## src/rtl/icap_bitstream_packer.sv

```systemverilog
// Byte-stream front end for the ICAP controller: finds the sync word, then packs
// bytes big-endian into 32-bit words and hands them out as one-cycle write strobes.
module icap_bitstream_packer #(
    parameter bit          BIT_SWAP  = 1'b1,
    parameter logic [31:0] SYNC_WORD = 32'hAA995566,
    parameter int          CNT_W     = 24
) (
    input  logic             clk,
    input  logic             rst_n,
    input  logic [7:0]       s_data,
    input  logic             s_valid,
    input  logic             s_last,
    output logic             s_ready,
    input  logic             icap_busy,
    output logic [31:0]      icap_data,
    output logic             icap_write,
    output logic             sync_found,
    output logic             done,
    output logic             err_nosync,
    output logic             err_partial,
    output logic [CNT_W-1:0] word_count
);

    typedef enum logic [2:0] {HUNT, PACK, FLUSH, DRAIN, DONE} state_t;

    state_t      state;
    logic [31:0] shreg;
    logic [31:0] word;
    logic [31:0] pend_word;
    logic        pend;
    logic [1:0]  idx;

    logic        accept;
    logic        issue;
    logic [31:0] shift_next;
    logic [31:0] word_next;

    function automatic logic [7:0] swap_byte(input logic [7:0] b);
        logic [7:0] r;
        r = b;
        if (BIT_SWAP) begin
            for (int i = 0; i < 8; i++) r[i] = b[7-i];
        end
        return r;
    endfunction

    function automatic logic [31:0] swap_word(input logic [31:0] w);
        return {swap_byte(w[31:24]), swap_byte(w[23:16]), swap_byte(w[15:8]), swap_byte(w[7:0])};
    endfunction

    assign accept     = s_valid && s_ready;
    assign issue      = pend && !icap_busy;
    assign shift_next = {shreg[23:0], s_data};

    // NOTE: every always_comb output gets a default first so no latch is inferred.
    always_comb begin
        s_ready = 1'b0;
        case (state)
            HUNT:    s_ready = 1'b1;
            PACK:    s_ready = !(pend && idx == 2'd3);
            default: s_ready = 1'b0;
        endcase
    end

    // Starting a fresh word clears it, so a short tail is already zero-padded.
    always_comb begin
        word_next = (idx == 2'd0) ? 32'h0 : word;
        case (idx)
            2'd0: word_next[31:24] = swap_byte(s_data);
            2'd1: word_next[23:16] = swap_byte(s_data);
            2'd2: word_next[15:8]  = swap_byte(s_data);
            2'd3: word_next[7:0]   = swap_byte(s_data);
        endcase
    end

    // NOTE: sequential state uses non-blocking assignments only; a later load of
    // pend overrides the issue-clear above it, so a word can enter as one leaves.
    always_ff @(posedge clk) begin
        if (!rst_n) begin
            state       <= HUNT;
            shreg       <= 32'h0;
            word        <= 32'h0;
            pend_word   <= 32'h0;
            pend        <= 1'b0;
            idx         <= 2'd0;
            icap_data   <= 32'h0;
            icap_write  <= 1'b0;
            sync_found  <= 1'b0;
            done        <= 1'b0;
            err_nosync  <= 1'b0;
            err_partial <= 1'b0;
            word_count  <= '0;
        end else begin
            icap_write <= issue;
            if (issue) begin
                icap_data <= pend_word;
                pend      <= 1'b0;
            end
            if (icap_write && word_count != '1) word_count <= word_count + CNT_W'(1);

            case (state)
                HUNT: if (accept) begin
                    shreg <= shift_next;
                    if (shift_next == SYNC_WORD) begin
                        sync_found <= 1'b1;
                        pend_word  <= swap_word(SYNC_WORD);
                        pend       <= 1'b1;
                        idx        <= 2'd0;
                        state      <= s_last ? DRAIN : PACK;
                    end else if (s_last) begin
                        err_nosync <= 1'b1;
                        done       <= 1'b1;
                        state      <= DONE;
                    end
                end
                PACK: if (accept) begin
                    word <= word_next;
                    if (idx == 2'd3) begin
                        pend_word <= word_next;
                        pend      <= 1'b1;
                        idx       <= 2'd0;
                        if (s_last) state <= DRAIN;
                    end else if (s_last) begin
                        err_partial <= 1'b1;
                        idx         <= 2'd0;
                        if (!pend) begin
                            pend_word <= word_next;
                            pend      <= 1'b1;
                            state     <= DRAIN;
                        end else begin
                            state <= FLUSH;
                        end
                    end else begin
                        idx <= idx + 2'd1;
                    end
                end
                FLUSH: if (!pend) begin
                    pend_word <= word;
                    pend      <= 1'b1;
                    state     <= DRAIN;
                end
                DRAIN: if (!pend && !icap_write) begin
                    done  <= 1'b1;
                    state <= DONE;
                end
                default: ;
            endcase
        end
    end

endmodule

```

## config.mk

```make
export PLATFORM = sky130hd
export DESIGN_NAME = icap_bitstream_packer
export DESIGN_NICKNAME = d
export VERILOG_FILES = /design/src/rtl/icap_bitstream_packer.sv
export SDC_FILE = /design/constraint.sdc
export NUM_CORES = 1
export LEC_CHECK = 0
export CORE_MARGIN = 4
export CORE_UTILIZATION = 45
export CTS_CLUSTER_DIAMETER = 50
export DETAILED_ROUTE_END_ITERATION = 16
export GPL_ROUTABILITY_DRIVEN = 0
export PLACE_DENSITY = 0.76
export SLEW_MARGIN = 25
export SYNTH_ARGS = -nofsm -noshare
export SYNTH_HDL_FRONTEND = slang
export SYNTH_SLANG_ARGS = --single-unit
```

## constraint.sdc

```tcl
create_clock -name clk -period 4 [get_ports clk]
set_clock_uncertainty 0.05 [all_clocks]
set_input_delay 0.8 -clock clk [delete_from_list [all_inputs] [get_ports clk]]
set_output_delay 0.8 -clock clk [all_outputs]
set_load 0.01 [all_outputs]
```

# After elaboration in Yosys (flattened, before gate mapping)
# Cells that the tools add are included.
# word_totals
in_bits	13
register_bits	155
output_inout_bits	62
wordCells	105
# op_classes
eq_ne	19
addsub	2
n_bitwise	2
n_reduce_logical	24
n_mux	45
# op_table
operator	count
2-to-1 mux 32 bit	8
one-hot mux 32 bit (3 select lines)	1
equality test 32 bit, second input constant	1
2-to-1 mux 8 bit	4
2-to-1 mux 3 bit	9
adder 24 x 1 -> 24 bit, second input constant	1
inequality test 24 bit, second input constant	1
inequality test 2 bit, second input constant	8
AND reduction 7 bit	2
2-to-1 mux 1 bit	12
2-to-1 mux 2 bit	6
one-hot mux 3 bit (4 select lines)	1
AND reduction 4 bit	3
inequality test 3 bit, second input constant	3
equality test 3 x 2 -> 1 bit, second input constant	2
logical AND 1 bit	5
AND reduction 5 bit	1
equality test 2 bit, second input constant	2
logical NOT 1 bit	4
one-hot mux 1 bit (2 select lines)	2
one-hot mux 2 bit (2 select lines)	1
AND reduction 2 bit	2
nonzero test 2 bit	2
nonzero test 4 bit	1
9 further kinds	10

# Logic depth before layout (Yosys ltp)
# logic_depth
ltp_word	8
ltp_mapped	9
mapped_depth_nobuf	7

# Worst setup path before layout
# Ideal clock, no wire load.
# synth_path
kind	input to register
from	input port s_data[0]
to	register pend_word[17]
slack_ns	1.689
path_buffers	3
t_arrival_ns	2.127
stages	8
setup_ns	0.134
path_cell_list	clkbuf_1 > nor4b_1 > nand4_1 > o21ai_1 > and2_1 > buf_4 > buf_4 > a211oi_1
# synth_between
elab_chain_len	3
# synth_lines
item	line_no	rtl
from (decl)	10	input logic [7:0] s_data,
equality test 32 bit	104	if (shift_next == SYNC_WORD) begin
inequality test 2 bit (no source line)	-	
AND reduction 7 bit (no source line)	-	
to (signal assigned)	106	pend_word <= swap_word(SYNC_WORD);
to (signal assigned)	119	pend_word <= word_next;
to (signal assigned)	127	pend_word <= word_next;
to (decl)	29	logic [31:0] pend_word;
# Every way passes these cells.
# A chain may end at the register's enable or synchronous reset.

# Worst setup path after layout
# layout_path
from	register state[0]
to	output port s_ready
# layout_between
elab_chain_len	2
word_cells_on_any_way	3
# layout_lines
item	line_no	rtl
from (decl)	26	state_t state;
from (signal assigned)	109	state <= s_last ? DRAIN : PACK;
equality test 3 x 1 -> 1 bit or logical NOT 3 bit (tied branches)	58	case (state)
one-hot mux 1 bit (2 select lines) *	58	
to (decl)	13	output logic s_ready,
# Every way passes the cells marked *; elsewhere a longest branch is shown, timed or not.

==> metrics <==
Die X=128.3 um; nets=821; vias per cell=5.683; die footprint=0.01647 mm^2; Detailed Route Iter0 Violations=515; CTS root buf=clkbuf_16; total gr overflow=0; Final TNS setup=0 ns; filler cell count=1275; crit path launch type=flop; post-route ant nets=0; CP Buf/Inv Count=1; fin util=56.35%; PortBufs=74; H-tree depth reported by CTS=4; largest family of logic cells by synthesized area=compound AO/OA/AOI/OAI gates; critical path fanouts, max=15; Die Ht=128.3 um; Max IR drop VDD=0.3449 mV; PwrDens=572.6 mW/mm^2; Synth Area in Adders=0.9599%; clock latency on the worst-skew pair=0.42 ns; clock sinks=155; FMAX=0.3116 GHz; cts hold-fix bufs=0; critical path data arrival time=2.36 ns; Yosys cell types=66; mux share of post-synthesis cell area=0.3072%; GR Util met1=27.27%; critical path class=flop to output pin; DR WL/cell=15.84 um; Detail Placement HPWL=10150 um; Synth area leaders=dfxtp_1 48%, nand2_1 8.2%, a21oi_1 8.0%; Max-Cap Viols=0; leading area contributor after synthesis=dfxtp_1; drt first pass iters=5; share of layout cells above drive strength 1=8.098%; largest net degree at the start of global routing=81; YS warnings=0; Post-Synth Simple-Gate Area=20.87%; post-CTS setup buffer count=0; final period utilization=80.23%; Post-synth EDFFs=0; sequential-to-total area share from yosys stat=47.61%; cts repair resizes=0; Largest stage delay, worst path=0.60 ns; GR Util met2=29.82%; Top FF cell, synth=dfxtp_1; reg2reg setup slack=1.25 ns; async set-reset flop share out of synthesis=0%; Std-Cell Core Area=0.01404 mm^2; Leakage Power=2.618 nW; Setup Viol. Count Final=0; Reg clk slew, reported paths=0.06 ns; status=complete, no violations; worst hold path type=flop to flop; Via Count=5655; GRT Total Usage=19.88%; post-synthesis average cell area=8.520 um^2; DP Area=0.007292 mm^2; boundary pin count=75; final WL=15770 um; Critical Path RT=3.15 ns; Initial Util=46.41%; initial antenna violation count=0; first-pass GRT wire length=26650 um; post-synthesis compound-gate area fraction=23.90%; number of global-route vias before repair=5283; Hold Fails Final Rpt=0; CTS tree=yes; Post-Synth XOR/XNOR Area=1.478%; area growth from synthesis to layout=21.41%; critical path's top delay family=simple AND/OR/NAND/NOR gates; slowest CP cell=nor3b_2; post-synth top area share=47.61%; worst-margin pin slew=0.8811 ns; RSZ-0062 raised after global routing=false; grt peak-use layer=met2; DR DRC count=0; flop and latch count out of synthesis=155; post-route design area=0.007913 mm^2; met3 Usage GRT=5.355%; cts bufs inserted=17; CTS max path bufs=2; max-slew violations=0; n_diodes=0; Cells after Synth=765; Cell Chain, Critical Path=nor3b_2 > a21o_1 > clkdlybuf4s50_1; Rows=43; Critical Path End Type=output pin; Post-Synthesis Net Count=783; Slew HR=40.91%; clock period minus worst slack=3.209 ns; mapped cell area=0.006518 mm^2
[Yosys cell counts, drive strengths merged (3+ instances only)]
| cell type | number |
|---|---|
| nand2b | 6 |
| nand3 | 16 |
| xnor2 | 8 |
| or4 | 5 |
| dfxtp | 155 |
| o21a | 14 |
| nor4bb | 4 |
| clkbuf | 42 |
| and3 | 4 |
| or3 | 5 |
| inv | 7 |
| ha | 5 |
| and2 | 10 |
| and4b | 3 |
| o211ai | 6 |
| and4 | 4 |
| buf | 24 |
| nand4 | 10 |
| a211oi | 20 |
| nor2 | 42 |
| nor4 | 9 |
| nor3 | 5 |
| o21ai | 19 |
| a311oi | 3 |
| a21oi | 107 |
| nand2 | 143 |
| xor2 | 3 |
| a22oi | 57 |
[registers in the layout, summed over array words and instances (netlist names), 2 cells and up]
register and cells:
word 32, word_count 24, state 3, pend_word 32, icap_data 32, shreg 24, idx 2
[worst register-to-register path: stages (launching register included)]
cell and delay [ns]:
dfxtp_1 0.38, inv_1 0.10, ha_1 0.39, or4b_4 0.57
o21ai_1 0.57, a22oi_1 0.25, a21oi_1 0.24, o21a_1 0.14
[stage by stage]
step                      hold slack (ns)  instances  setup WS, ns  power, W
after global routing               0.4206        995        0.6415  0.004774
after global placement             0.3899        964        0.8822  0.002855
after detailed placement           0.3970        964        0.7805  0.002870
after floorplan                    0.3812        765         1.689  0.002591
final                              0.4017        995        0.7908  0.004531
after CTS                          0.4049        995        0.7608  0.004558
[cell families after synthesis]
family / Yosys count
adders and majority gates: 5
DFF: 155
buffers and inverters: 73
and+or+nand+nor: 278
muxes: 2
xor gates and xnor gates: 11
AOI/OAI and AO/OA: 241
[layer usage]
metal	vias to the layer above	wire length [um]
li1	2801	-
met5	-	0
met2	148	7174
met3	24	846
met1	2682	7473
met4	0	270
[area by class of cell]
| cell class | instances | area [um^2] | share of cell area, % |
|---|---|---|---|
| clock buffers | 22 | 484.2 | 6.120 |
| clock inverters | 9 | 136.4 | 1.724 |
| inverters | 7 | 28.78 | 0.3637 |
| multi-input cells | 537 | 3099 | 39.17 |
| flip-flops and latches | 155 | 3103 | 39.22 |
| well taps | 180 | 225.2 | 2.846 |
| repair buffers | 85 | 835.8 | 10.56 |
[power by group]
part           switching [W]  total (W)  internal (W)
clock               0.000631    0.00168       0.00105
combinational       0.000649    0.00102      0.000369
sequential          0.000135    0.00183       0.00170
[final timing paths]
path                                    from       endpoint  cells after the start
worst min-delay path            pend_word[8]   icap_data[8]                      2
worst max register to register        idx[0]  pend_word[15]                      7
worst max-delay path                state[0]        s_ready                      3
worst min register to register  pend_word[8]   icap_data[8]                      2
[layout by cell type, fill, tap and decap left out, drive strengths merged, types with 5 or more instances in the layout]
master         Yosys  layout
a211oi            20      20
a21oi            107     107
a22oi             57      57
and2              10      10
buf               24      11
clkbuf            42      22
clkdlybuf4s50      0      74
dfxtp            155     155
ha                 5       5
inv                7       8
nand2            143     143
nand2b             6       6
nand3             16      16
nand4             10      10
nor2              42      42
nor3               5       5
nor4               9       9
o211ai             6       6
o21a              14      14
o21ai             19      19
or3                5       5
or4                5       5
xnor2              8       8
No activity file was read; power rests on OpenSTA's default activity.
